===== src/rtl/slave_readback_pkg.sv =====
// -----------------------------------------------------------------------------
// slave_readback_pkg
// Shared types and helpers for the slave-memory readback block.
//   state_t      : readback FSM states (IDLE, ISSUE, WAIT, PUSH, FIN)
//   DEF_*        : default configuration constants (element bytes, index width)
//   idx_width()  : element-index width for a given element count (never 0)
//   elem_addr()  : byte address of an element, full 32-bit result
// -----------------------------------------------------------------------------
package slave_readback_pkg;

    typedef enum logic [2:0] {
        IDLE  = 3'd0,
        ISSUE = 3'd1,
        WAIT  = 3'd2,
        PUSH  = 3'd3,
        FIN   = 3'd4
    } state_t;

    localparam int unsigned DEF_ELEM_BITS  = 32;
    localparam int unsigned DEF_ELEM_BYTES = DEF_ELEM_BITS / 8;
    localparam int unsigned DEF_NWORDS     = 100;
    localparam int unsigned DEF_IDX_W      = $clog2(DEF_NWORDS);

    // A single-element run still needs a 1-bit index port.
    function automatic int unsigned idx_width(input int unsigned n);
        return (n > 1) ? $clog2(n) : 1;
    endfunction

    // Caller truncates to the slave address width.
    function automatic logic [31:0] elem_addr(input logic [31:0] base,
                                              input logic [31:0] index,
                                              input logic [31:0] elem_bytes);
        return base + index * elem_bytes;
    endfunction

endpackage


===== src/rtl/readback_timeout_ctr.sv =====
// -----------------------------------------------------------------------------
// readback_timeout_ctr
// Loadable up-counter with terminal-count flag, used to bound the wait for
// read data.
//   clock : rising-edge clock
//   reset : asynchronous active-low reset
//   load  : clear the count to 0 (has priority over en)
//   en    : count up by one; holds once the terminal value is reached
//   tc    : high while the count equals TERMINAL
// -----------------------------------------------------------------------------
module readback_timeout_ctr #(
    parameter int unsigned TERMINAL = 255
) (
    input  logic clock,
    input  logic reset,
    input  logic load,
    input  logic en,
    output logic tc
);

    localparam int unsigned CNT_W = (TERMINAL > 0) ? $clog2(TERMINAL + 1) : 1;

    logic [CNT_W-1:0] count_q;
    logic [CNT_W-1:0] count_d;

    assign tc = (count_q == CNT_W'(TERMINAL));

    always_comb begin
        count_d = count_q;
        if (load) begin
            count_d = '0;
        end else if (en && !tc) begin
            count_d = count_q + 1'b1;
        end
    end

    always_ff @(posedge clock or negedge reset) begin
        if (!reset) begin
            count_q <= '0;
        end else begin
            count_q <= count_d;
        end
    end

endmodule


===== src/rtl/slave_mem_readback.sv =====
// -----------------------------------------------------------------------------
// slave_mem_readback
// Reads NWORDS elements out of the HLS core's memory over its slave RAM port,
// one read per element, and streams them on a valid/ready output.
//   clock, reset           : clock and asynchronous active-low reset
//   start                  : one-cycle run request, taken only in IDLE
//   S_oe_ram / S_we_ram    : slave read enable (1-cycle pulse) / write enable (0)
//   S_addr_ram             : byte address BASE_ADDR + index*ELEM_BYTES
//   S_Wdata_ram            : constant 0, the core memory is never written
//   S_data_ram_size        : access size in bits (ELEM_BITS)
//   Sout_Rdata_ram         : read data, low ELEM_BITS are kept
//   Sout_DataRdy           : read data valid, only looked at in WAIT
//   out_valid/out_ready    : element stream handshake
//   out_data / out_index   : element value and its index
//   busy / done            : run in progress / one-cycle end-of-run pulse
//   err_timeout            : sticky, set when DataRdy does not arrive in time
//   dbg_state              : current FSM state
// Optional (macro READBACK_ORDER_CHECK_EN): order_err, order_err_index flag the
// first element that is smaller (signed) than its predecessor.
//
// Output stream handshake: out_valid rises with out_data/out_index and all
// three stay stable until a cycle with out_valid && out_ready; that cycle
// transfers the element and out_valid drops on the next edge. out_ready is
// ignored while out_valid is low.
// -----------------------------------------------------------------------------
module slave_mem_readback
    import slave_readback_pkg::*;
#(
    parameter int unsigned ADDR_W    = 9,
    parameter int unsigned DATA_W    = 64,
    parameter int unsigned SIZE_W    = 7,
    parameter int unsigned ELEM_BITS = 32,
    parameter int unsigned NWORDS    = 100,
    parameter int unsigned BASE_ADDR = 0,
    parameter int unsigned TIMEOUT   = 255,
    localparam int unsigned IDX_W    = idx_width(NWORDS)
) (
    input  logic                 clock,
    input  logic                 reset,
    input  logic                 start,
    output logic                 S_oe_ram,
    output logic                 S_we_ram,
    output logic [ADDR_W-1:0]    S_addr_ram,
    output logic [DATA_W-1:0]    S_Wdata_ram,
    output logic [SIZE_W-1:0]    S_data_ram_size,
    input  logic [DATA_W-1:0]    Sout_Rdata_ram,
    input  logic                 Sout_DataRdy,
    output logic                 out_valid,
    input  logic                 out_ready,
    output logic [ELEM_BITS-1:0] out_data,
    output logic [IDX_W-1:0]     out_index,
    output logic                 busy,
    output logic                 done,
    output state_t               dbg_state,
    output logic                 err_timeout
`ifdef READBACK_ORDER_CHECK_EN
    ,
    output logic                 order_err,
    output logic [IDX_W-1:0]     order_err_index
`endif
);

    localparam int unsigned ELEM_BYTES = ELEM_BITS / 8;
    localparam logic [IDX_W-1:0] LAST_IDX = IDX_W'(NWORDS - 1);

    state_t                 state_q,    state_d;
    logic [IDX_W-1:0]       idx_q,      idx_d;
    logic                   oe_q,       oe_d;
    logic [ADDR_W-1:0]      addr_q,     addr_d;
    logic [SIZE_W-1:0]      size_q,     size_d;
    logic                   valid_q,    valid_d;
    logic [ELEM_BITS-1:0]   data_q,     data_d;
    logic [IDX_W-1:0]       oidx_q,     oidx_d;
    logic                   busy_q,     busy_d;
    logic                   done_q,     done_d;
    logic                   tmo_q,      tmo_d;
`ifdef READBACK_ORDER_CHECK_EN
    logic [ELEM_BITS-1:0]   prev_q,     prev_d;
    logic                   oerr_q,     oerr_d;
    logic [IDX_W-1:0]       oerr_idx_q, oerr_idx_d;
`endif

    logic ctr_load;
    logic ctr_en;
    logic ctr_tc;

    // Only the low ELEM_BITS of the read bus carry the element.
    logic unused_rdata;
    assign unused_rdata = ^Sout_Rdata_ram;

    readback_timeout_ctr #(
        .TERMINAL (TIMEOUT)
    ) u_wait_ctr (
        .clock (clock),
        .reset (reset),
        .load  (ctr_load),
        .en    (ctr_en),
        .tc    (ctr_tc)
    );

    function automatic logic [ADDR_W-1:0] addr_of(input logic [IDX_W-1:0] i);
        return ADDR_W'(elem_addr(32'(BASE_ADDR), 32'(i), 32'(ELEM_BYTES)));
    endfunction

    always_comb begin
        state_d  = state_q;
        idx_d    = idx_q;
        oe_d     = 1'b0;
        addr_d   = addr_q;
        size_d   = size_q;
        valid_d  = valid_q;
        data_d   = data_q;
        oidx_d   = oidx_q;
        busy_d   = busy_q;
        done_d   = 1'b0;
        tmo_d    = tmo_q;
        ctr_load = 1'b0;
        ctr_en   = 1'b0;
`ifdef READBACK_ORDER_CHECK_EN
        prev_d     = prev_q;
        oerr_d     = oerr_q;
        oerr_idx_d = oerr_idx_q;
`endif
        case (state_q)
            IDLE: begin
                if (start) begin
                    state_d = ISSUE;
                    idx_d   = '0;
                    busy_d  = 1'b1;
                    tmo_d   = 1'b0;
                    oe_d    = 1'b1;
                    addr_d  = addr_of('0);
                    size_d  = SIZE_W'(ELEM_BITS);
`ifdef READBACK_ORDER_CHECK_EN
                    oerr_d     = 1'b0;
                    oerr_idx_d = '0;
`endif
                end
            end
            ISSUE: begin
                state_d  = WAIT;
                ctr_load = 1'b1;
            end
            WAIT: begin
                ctr_en = 1'b1;
                // Data wins over a timeout arriving in the same cycle.
                if (Sout_DataRdy) begin
                    data_d  = Sout_Rdata_ram[ELEM_BITS-1:0];
                    oidx_d  = idx_q;
                    valid_d = 1'b1;
                    state_d = PUSH;
                end else if (ctr_tc) begin
                    tmo_d   = 1'b1;
                    state_d = FIN;
                end
            end
            PUSH: begin
                if (out_ready) begin
                    valid_d = 1'b0;
`ifdef READBACK_ORDER_CHECK_EN
                    if ((idx_q != '0) && !oerr_q &&
                        ($signed(data_q) < $signed(prev_q))) begin
                        oerr_d     = 1'b1;
                        oerr_idx_d = idx_q;
                    end
                    prev_d = data_q;
`endif
                    if (idx_q == LAST_IDX) begin
                        state_d = FIN;
                    end else begin
                        idx_d   = idx_q + 1'b1;
                        oe_d    = 1'b1;
                        addr_d  = addr_of(idx_q + 1'b1);
                        size_d  = SIZE_W'(ELEM_BITS);
                        state_d = ISSUE;
                    end
                end
            end
            FIN: begin
                done_d  = 1'b1;
                busy_d  = 1'b0;
                state_d = IDLE;
            end
            default: begin
                state_d = IDLE;
            end
        endcase
    end

    always_ff @(posedge clock or negedge reset) begin
        if (!reset) begin
            state_q    <= IDLE;
            idx_q      <= '0;
            oe_q       <= 1'b0;
            addr_q     <= '0;
            size_q     <= '0;
            valid_q    <= 1'b0;
            data_q     <= '0;
            oidx_q     <= '0;
            busy_q     <= 1'b0;
            done_q     <= 1'b0;
            tmo_q      <= 1'b0;
`ifdef READBACK_ORDER_CHECK_EN
            prev_q     <= '0;
            oerr_q     <= 1'b0;
            oerr_idx_q <= '0;
`endif
        end else begin
            state_q    <= state_d;
            idx_q      <= idx_d;
            oe_q       <= oe_d;
            addr_q     <= addr_d;
            size_q     <= size_d;
            valid_q    <= valid_d;
            data_q     <= data_d;
            oidx_q     <= oidx_d;
            busy_q     <= busy_d;
            done_q     <= done_d;
            tmo_q      <= tmo_d;
`ifdef READBACK_ORDER_CHECK_EN
            prev_q     <= prev_d;
            oerr_q     <= oerr_d;
            oerr_idx_q <= oerr_idx_d;
`endif
        end
    end

    assign S_oe_ram        = oe_q;
    assign S_we_ram        = 1'b0;
    assign S_addr_ram      = addr_q;
    assign S_Wdata_ram     = '0;
    assign S_data_ram_size = size_q;
    assign out_valid       = valid_q;
    assign out_data        = data_q;
    assign out_index       = oidx_q;
    assign busy            = busy_q;
    assign done            = done_q;
    assign err_timeout     = tmo_q;
    assign dbg_state       = state_q;
`ifdef READBACK_ORDER_CHECK_EN
    assign order_err       = oerr_q;
    assign order_err_index = oerr_idx_q;
`endif

endmodule


===== config.mk =====
export PLATFORM = sky130hd
export DESIGN_NAME = slave_mem_readback
export DESIGN_NICKNAME = d
export VERILOG_FILES = /design/src/rtl/slave_readback_pkg.sv /design/src/rtl/readback_timeout_ctr.sv /design/src/rtl/slave_mem_readback.sv
export SDC_FILE = /design/constraint.sdc
export NUM_CORES = 1
export LEC_CHECK = 0
export CORE_MARGIN = 5
export CORE_UTILIZATION = 40
export DETAILED_ROUTE_END_ITERATION = 10
export GPL_TIMING_DRIVEN = 0
export PLACE_DENSITY = 0.86
export SLEW_MARGIN = 20
export SYNTH_ARGS = -nofsm -noshare
export SYNTH_HDL_FRONTEND = slang
export SYNTH_SLANG_ARGS = --single-unit

===== constraint.sdc =====
create_clock -name clock -period 3.5 [get_ports clock]
set_input_delay 0.875 -clock clock [delete_from_list [all_inputs] [get_ports clock]]
set_output_delay 0.875 -clock clock [all_outputs]
set_load 0.02 [all_outputs]

# After elaboration in Yosys (flattened, before gate mapping)
# Index checks and enable logic that the tools add are counted.
# Widths: inputs -> output; s select.
[classes]
n_mux = 36
bitwise = 0
div_mod_pow = 0
order_cmp = 0
n_eq_ne = 13
n_shift = 0
n_mul = 0
addsub = 2
n_reduce_logical = 14
[ops]
columns = ["cell", "n"]
rows = [
  ["$mux 7", 6],
  ["$pmux 7 s2", 2],
  ["$mux 9", 3],
  ["$pmux 9 s2", 1],
  ["$mux 8", 2],
  ["$mux 3", 5],
  ["$mux 1", 12],
  ["$pmux 3 s4", 1],
  ["$ne 2x2->1 const B", 5],
  ["$reduce_bool 2->1", 5],
  ["$add 8x1->8 const B", 1],
  ["$eq 8x8->1 const B", 1],
  ["$pmux 1 s2", 4],
  ["$reduce_and 4->1", 2],
  ["$add 7x1->7 const B", 1],
  ["$eq 7x7->1 const B", 1],
  ["$eq 3x2->1 const B", 2],
  ["$reduce_and 3->1", 2],
  ["$reduce_and 2->1", 2],
  ["$eq 3x1->1 const B", 1],
  ["$eq 3x3->1 const B", 1],
  ["$logic_not 3->1", 1],
  ["$ne 3x2->1 const B", 1],
  ["$ne 2x1->1 const B", 1],
  ["other kinds (2)", 2],
]
[word_totals]
rom_bits = 0
latchBits = 0
mem_count = 0
inputBits = 69
wordCells = 77
mem_bits_rw = 0
register_bits = 78
output_inout_bits = 128

# Longest topological paths before layout
# Gate-level depths: netlist (run 1).
[logic_depth]
depth_word = 5
mapped_depth = 6
ltp_nobuf = 6

# By module
# From an unflattened synthesis (run 1), not the netlist that was laid out.
[unflattened]
cells_unflattened = 286
area_unflattened_um2 = 3473.3
[by_module_without_submodules]
columns = ["mod", "area_each_um2", "instances", "cells_per_inst"]
rows = [
  ["slave_mem_readback", 3004.1, 1, 239],
  ["readback_timeout_ctr", 469.2, 1, 47],
]

# Least setup slack after synthesis (run 1)
# OpenSTA, ideal clock, no wires.
[synth_timing]
path_type = "reg-to-reg"
startpoint = "register state_q[0], in the netlist dbg_state[0]"
endpoint = "register oidx_q[0], in the netlist out_index[0]"
path_buffers = 2
arrival_time_ns = 1.649
slack_ns = 1.724
path_stages_with_launch = 6
required_time_ns = 3.372
path_cell_list = "dfrtp_1 or3b_1 buf_6 nor2_2 buf_4 mux2_1"
[synth_via]
elab_chain_len = 2
[synth_lines]
columns = ["element", "line", "rtl"]
rows = [
  ["start, declared", "slave_mem_readback.sv:66", "state_t state_q, state_d;"],
  ["start signal, assigned", "slave_mem_readback.sv:209", "state_q <= state_d;"],
  ["$eq 3x2->1", "slave_mem_readback.sv:124", "case (state_q)"],
  ["$reduce_and 2->1 (no line)", "-", ""],
  ["end signal, assigned", "slave_mem_readback.sv:216", "oidx_q <= oidx_d;"],
  ["end, declared", "slave_mem_readback.sv:73", "logic [IDX_W-1:0] oidx_q, oidx_d;"],
]
# No other way between the ends.
# A chain may end at the register's enable or synchronous reset.

# Final worst setup path (run 1)
[layout_timing]
startpoint = "register addr_q[6], in the netlist S_addr_ram[6]"
endpoint = "output port S_addr_ram[6]"
[layout_rtl]
columns = ["element", "line", "rtl"]
rows = [
  ["start, declared", "slave_mem_readback.sv:69", "logic [ADDR_W-1:0] addr_q, addr_d;"],
  ["start signal, assigned", "slave_mem_readback.sv:212", "addr_q <= addr_d;"],
  ["end, declared", "slave_mem_readback.sv:43", "output logic [ADDR_W-1:0] S_addr_ram,"],
]
# No word-level cell between the ends.

==> results of run 1 <==
-- cell families (layout without fill, tap and decap cells) --
logic type,after synthesis,in the layout,synth area share
flops,63,63,0.487
other cells,1,73,0.00116
xor+xnor,5,5,0.0135
mux,40,40,0.139
simple gates,49,49,0.0863
buf+inv,87,195,0.193
compound gates,33,33,0.0712
fa+ha+maj,2,2,0.00774
-- layout make-up --
cell class / instances / area, sq um
clock buffers: 10 / 138
multi-input cells: 202 / 1300
clock inverters: 6 / 115
repair buffers: 92 / 928
well taps: 102 / 128
fillers: 624 / 2990
inverters: 6 / 22.5
plain buffers: 81 / 603
flip-flops and latches: 63 / 1580
-- metal layers --
layer	up-vias	wire length, um
met3	4	644
met2	105	3720
met5	-	0
met4	0	39
met1	1136	2990
li1	1173	-
-- state kept, by name (all words and copies together) (netlist names) --
signal and cells:
out_index 7, done 1, S_oe_ram 1, S_data_ram_size 1
busy 1, err_timeout 1, dbg_state 3, u_wait_ctr.count_q 8
S_addr_ram 7, out_data 32, out_valid 1
-- through the flow --
stage	setup TNS [ps]	hold slack, ps	setup WS (ps)
final	0	470	1160
after CTS	0	469	1140
after detailed placement	0	461	1010
after global placement	-25050	454	-402
after floorplan	0	475	1720
after global routing	0	486	1100
-- worst paths after layout --
| kind | startpoint | to | depth (start not counted) |
|---|---|---|---|
| worst max-delay path | S_addr_ram[6] | S_addr_ram[6] | 1 |
| worst min-delay path | reset | out_index[1] | 1 |
| worst max register to register | dbg_state[0] | out_data[19] | 5 |
| worst min register to register | S_data_ram_size[5] | S_data_ram_size[5] | 1 |
| max in group asynchronous | reset | out_data[8] | 2 |
| min in group clock | S_data_ram_size[5] | S_data_ram_size[5] | 1 |
-- placed cells by master, fill, tap and decap left out, drive strengths merged, types with 2 or more instances in the layout --
cell	count
conb	73
dfrtp	63
ha	2
a22o	2
clkbuf	11
bufinv	3
a21oi	7
mux2	40
nand2	12
o21ai	5
inv	7
clkdlybuf4s50	90
o31ai	2
nand4	2
a31oi	3
buf	82
a21o	3
or3b	2
o211ai	2
nor4	3
a2111oi	2
nand3	7
nor2	11
xnor2	4
-- power by group through the flow --
stage	clock network, mW	logic, mW	registers, mW
2_1_floorplan	0	0.617	1.47
3_3_place_gp	0	1.59	1.17
3_5_place_dp	0	1.62	1.19
4_1_cts	0.805	1.63	1.17
5_1_grt	0.839	1.73	1.21
6_report	0.784	1.62	1.17
==> flow_summary.yaml, run 1 <==
clocking:
  worst_skew_pair.late_latency_ps: 330
  htree_levels: 3
  post_cts_buffers: 0
  cts.sinks: 63
  cts_made_buffers: 9
  cts_buffer_depth: 2
  post_cts_resized: 0
  clk_pin_slew_ps: 70
  cts_root_buf: "clkbuf_8"
  cts_tree: "yes"
  cts_hold_buf: 0
grt:
  gr-total-overflow: 0
  antenna_found_initial: 0
  grt_util_all_layers: 0.147
  grtUsageMet2: 0.262
  grt_pass1_vias: 2373
  grt_max_degree: 34
  busiest_layer: "met2"
  use_met3: 0.0417
  grt_pass1_wl_mm: 11.9
  use_met1: 0.173
sta:
  skew_ps: 9.99
  fmax_mhz: 427
  finalSetupViolCount: 0
  rsz0062_at_grt: "false"
  finalHoldViolations: 0
  period_share: 0.669
  slew_violations: 0
  layout_min_cycle_time_ps: 2340
worst_setup_path:
  cp_max_fo: 8
  path_cells: "clkdlybuf4s50_1"
  cp_top_family: "buffers and inverters"
  crit_buf_inv: 1
  worst_setup_path_start_kind: "register"
  worstPathArrival_ps: 1470
  r2r_setup_slack_ps: 1630
  cp_slowest_cell: "clkdlybuf4s50_1"
  crit_type: "reg2out"
  worstSetupEndpointType: "primary output"
  cp_data_required_time_ps: 2620
  cp_slowest_stage_delay_ps: 660
finish:
  layout-drive-gt1-share: 0.230
  antennaDiodeCount: 0
  postLayoutCoreUtil: 0.617
  final_cells: 562
  finish.instance_area_sq_um: 4810
  fin_nets: 526
  areaGrowthSynthToFinish_pct: 48.8
synth:
  synth_most_common_cell: "buf_4"
  synth-edff-count: 0
  synth_top_area_frac: 0.487
  synth_top_cell_by_area: "dfrtp_1"
  netlist_top_cells_count: "77 x buf_4, 63 x dfrtp_1, 39 x mux2_1, 12 x nand2_1, 10 x nor2_1"
  synth_seq_cells: 63
  synth.avg_cell_area_sq_um: 11.6
  yosys_warnings: 0
  syn_area_sq_um: 3230
  netlist_instances: 280
  ys_seq_area_frac: 0.487
  ys_top_cells_by_area: "dfrtp_1 49%, buf_4 18%, mux2_1 14%"
  synthFlopType: "dfrtp_1"
  async_reset_ff_frac: 1.00
  synthDistinctLibCells: 50
floorplan:
  rows: 32
  core_area_sq_um: 7810
  ios: 197
  initial_core_util: 0.414
  die_x_um: 99.9
  die_h_um: 99.9
  die_area_sq_um: 9980
power:
  p_leak_nw: 2.33
  share_seq_of_total_power: 0.328
  p_sw_mw: 1.28
  p_int_mw: 2.29
  power.total_mw: 3.57
  ir_drop_v: 0.000415
  p_clk_frac: 0.220
  swShare: 0.360
  power_density_nw_per_um2: 742
  p_comb_frac: 0.453
worst_hold_path:
  worstHoldPathType: "in2async"
drt:
  drt_iter0_markers: 48
  wl_mm: 7.39
  wl_per_cell_um: 13.1
  vias: 2418
  detail-route-antenna-nets: 0
  first_pass_iters: 4
  drc_errors: 0
  via_per_inst: 4.30
placement:
  place_inst: 546
  dp_hpwl_mm: 5.90
  place_area_sq_um: 4560
  io_buffers: 91
  gp_congestion: 0.771
status:
  status: "finished, final reports clean"
run:
  cap_violations: 0
Power figures use the tool's default switching activity.
==> run 2, diff against run 1 <==
Settings changed: CORE_UTILIZATION 40 to 34, PLACE_DENSITY 0.86 to 0.77.
Clock period 3.5 ns to 2.03 ns, I/O delays scaled along.
==> run 2 against run 1 <==
Compared with the run above:
- core utilization is 9.4 points lower
- critical path depth did not move
- sequential share of layout area fell by 0.051 points
- non-clock buffer count did not move
- power is 69% higher
- via count up 0.21%
- largest power group unchanged
- flip-flop and latch count is the same
==> flow_summary.yaml, run 2 (synthesis gave the netlist of run 1 again) <==
floorplan:
  die_x_um: 108
  initial_core_util: 0.350
  die_area_sq_um: 11600
  die_h_um: 108
  core_area_sq_um: 9240
  ios: 197
  rows: 35
power:
  power.total_mw: 6.02
  ir_drop_v: 0.000815
  power_density_nw_per_um2: 1250
  p_leak_nw: 2.33
sta:
  slew_violations: 0
  fmax_mhz: 514
  period_share: 0.958
  finalHoldViolations: 0
  finalSetupViolCount: 0
  layout_min_cycle_time_ps: 1950
  rsz0062_at_grt: "false"
  skew_ps: 10.5
drt:
  wl_per_cell_um: 12.6
  wl_mm: 7.41
  detail-route-antenna-nets: 0
  vias: 2423
  via_per_inst: 4.11
  drc_errors: 0
  first_pass_iters: 4
  drt_iter0_markers: 39
clocking:
  post_cts_resized: 0
  cts_tree: "yes"
  worst_skew_pair.late_latency_ps: 340
  htree_levels: 3
  post_cts_buffers: 0
  cts_hold_buf: 0
  clk_pin_slew_ps: 80
  cts_made_buffers: 9
  cts_buffer_depth: 2
  cts_root_buf: "clkbuf_8"
  cts.sinks: 63
worst_setup_path:
  crit_buf_inv: 1
  path_cells: "clkdlybuf4s50_1"
  r2r_start: "dbg_state[0]"
  worstRegToRegCells: 5
  worst_setup_path_start_kind: "register"
  worstSetupEndpointType: "primary output"
  cp_slowest_cell: "clkdlybuf4s50_1"
  r2r-end: "out_data[3]"
  cp_data_required_time_ps: 1520
  cp_top_family: "buffers and inverters"
  crit_type: "reg2out"
  cp_max_fo: 6
  r2r_setup_slack_ps: 150
  cp_slowest_stage_delay_ps: 650
  worstPathArrival_ps: 1440
grt:
  gr-total-overflow: 0
  antenna_found_initial: 0
  grt_util_all_layers: 0.130
  grt_pass1_wl_mm: 12.0
  grt_pass1_vias: 2473
  grt_max_degree: 39
finish:
  layout_commonest_cell: "clkdlybuf4s50_1"
  layout_common_cells: "89 x clkdlybuf4s50_1, 78 x buf_4, 73 x conb_1, 62 x dfrtp_1, 39 x mux2_1"
  fillers: 831
  fin_nets: 526
  layout-drive-gt1-share: 0.233
  regArea_sq_um: 1580
  multi_input_area_sq_um: 1310
  largest_reg_flops: 32
  antennaDiodeCount: 0
  finish.instance_area_sq_um: 4820
  areaGrowthSynthToFinish_pct: 49.2
status:
  status: "finished, final reports clean"
worst_hold_path:
  worstHoldPathType: "in2async"
placement:
  gp_congestion: 0.779
  io_buffers: 91
  place_area_sq_um: 4590
  dp_hpwl_mm: 5.85
run:
  cap_violations: 0
[run 2: cell count changes in the layout (fill, tap and decap cells not counted), sizes merged]
cell,previous run,this run
dlymetal6s2s,0,1
bufinv,3,2
clkinvlp,1,2
clkdlybuf4s50,90,89
clkbuf,11,10
inv,7,6
clkinv,1,3
[run 2: area by class of cell]
class / instances / area share
buffer: 81 / 0.125
clock buffer: 9 / 0.0257
clock inverter: 7 / 0.0202
inverter: 6 / 0.00467
multi-input combinational: 202 / 0.271
sequential: 63 / 0.327
tap: 129 / 0.0335
timing repair buffer: 92 / 0.193
[run 2: routing by layer]
metal	vias up	track usage	part of all wire
li1	1169	-	-
met1	1141	0.148	0.38
met2	102	0.230	0.52
met3	11	0.0384	0.082
met4	0	0.0487	0.014
met5	-	0	0
[run 2: worst max-delay path by stage]
stage / start / to / slack [ps] / cells after the start
after global placement: reset / out_data[10] / -1640 / 1
after global routing: S_addr_ram[2] / S_addr_ram[5] / 2 / 5
after floorplan: dbg_state[0] / out_index[2] / 250 / 5
after CTS: S_addr_ram[6] / S_addr_ram[6] / 8 / 1
final: S_addr_ram[7] / S_addr_ram[7] / 80 / 1
after detailed placement: out_ready / S_addr_ram[5] / -100 / 5
[run 2: power by group]
group / total [mW] / internal [mW] / leakage (nW) / switching (mW)
Clock: 1.22 / 0.693 / 0.105 / 0.524
Sequential: 2.02 / 1.72 / 0.782 / 0.296
Combinational: 2.78 / 1.36 / 1.44 / 1.42
[run 2: per-stage QoR]
step                worst slack [ps]  hold slack [ps]  setup TNS (ps)  cells  utilization
finish                          84.6             75.4               0    589        0.522
global route                    1.95             81.1               0    589        0.522
CTS                             8.20             74.8               0    589        0.521
detailed placement             -98.7              455           -3040    573        0.497
global placement               -1640              454         -105580    572        0.495
floorplan                        254              212               0    352            -
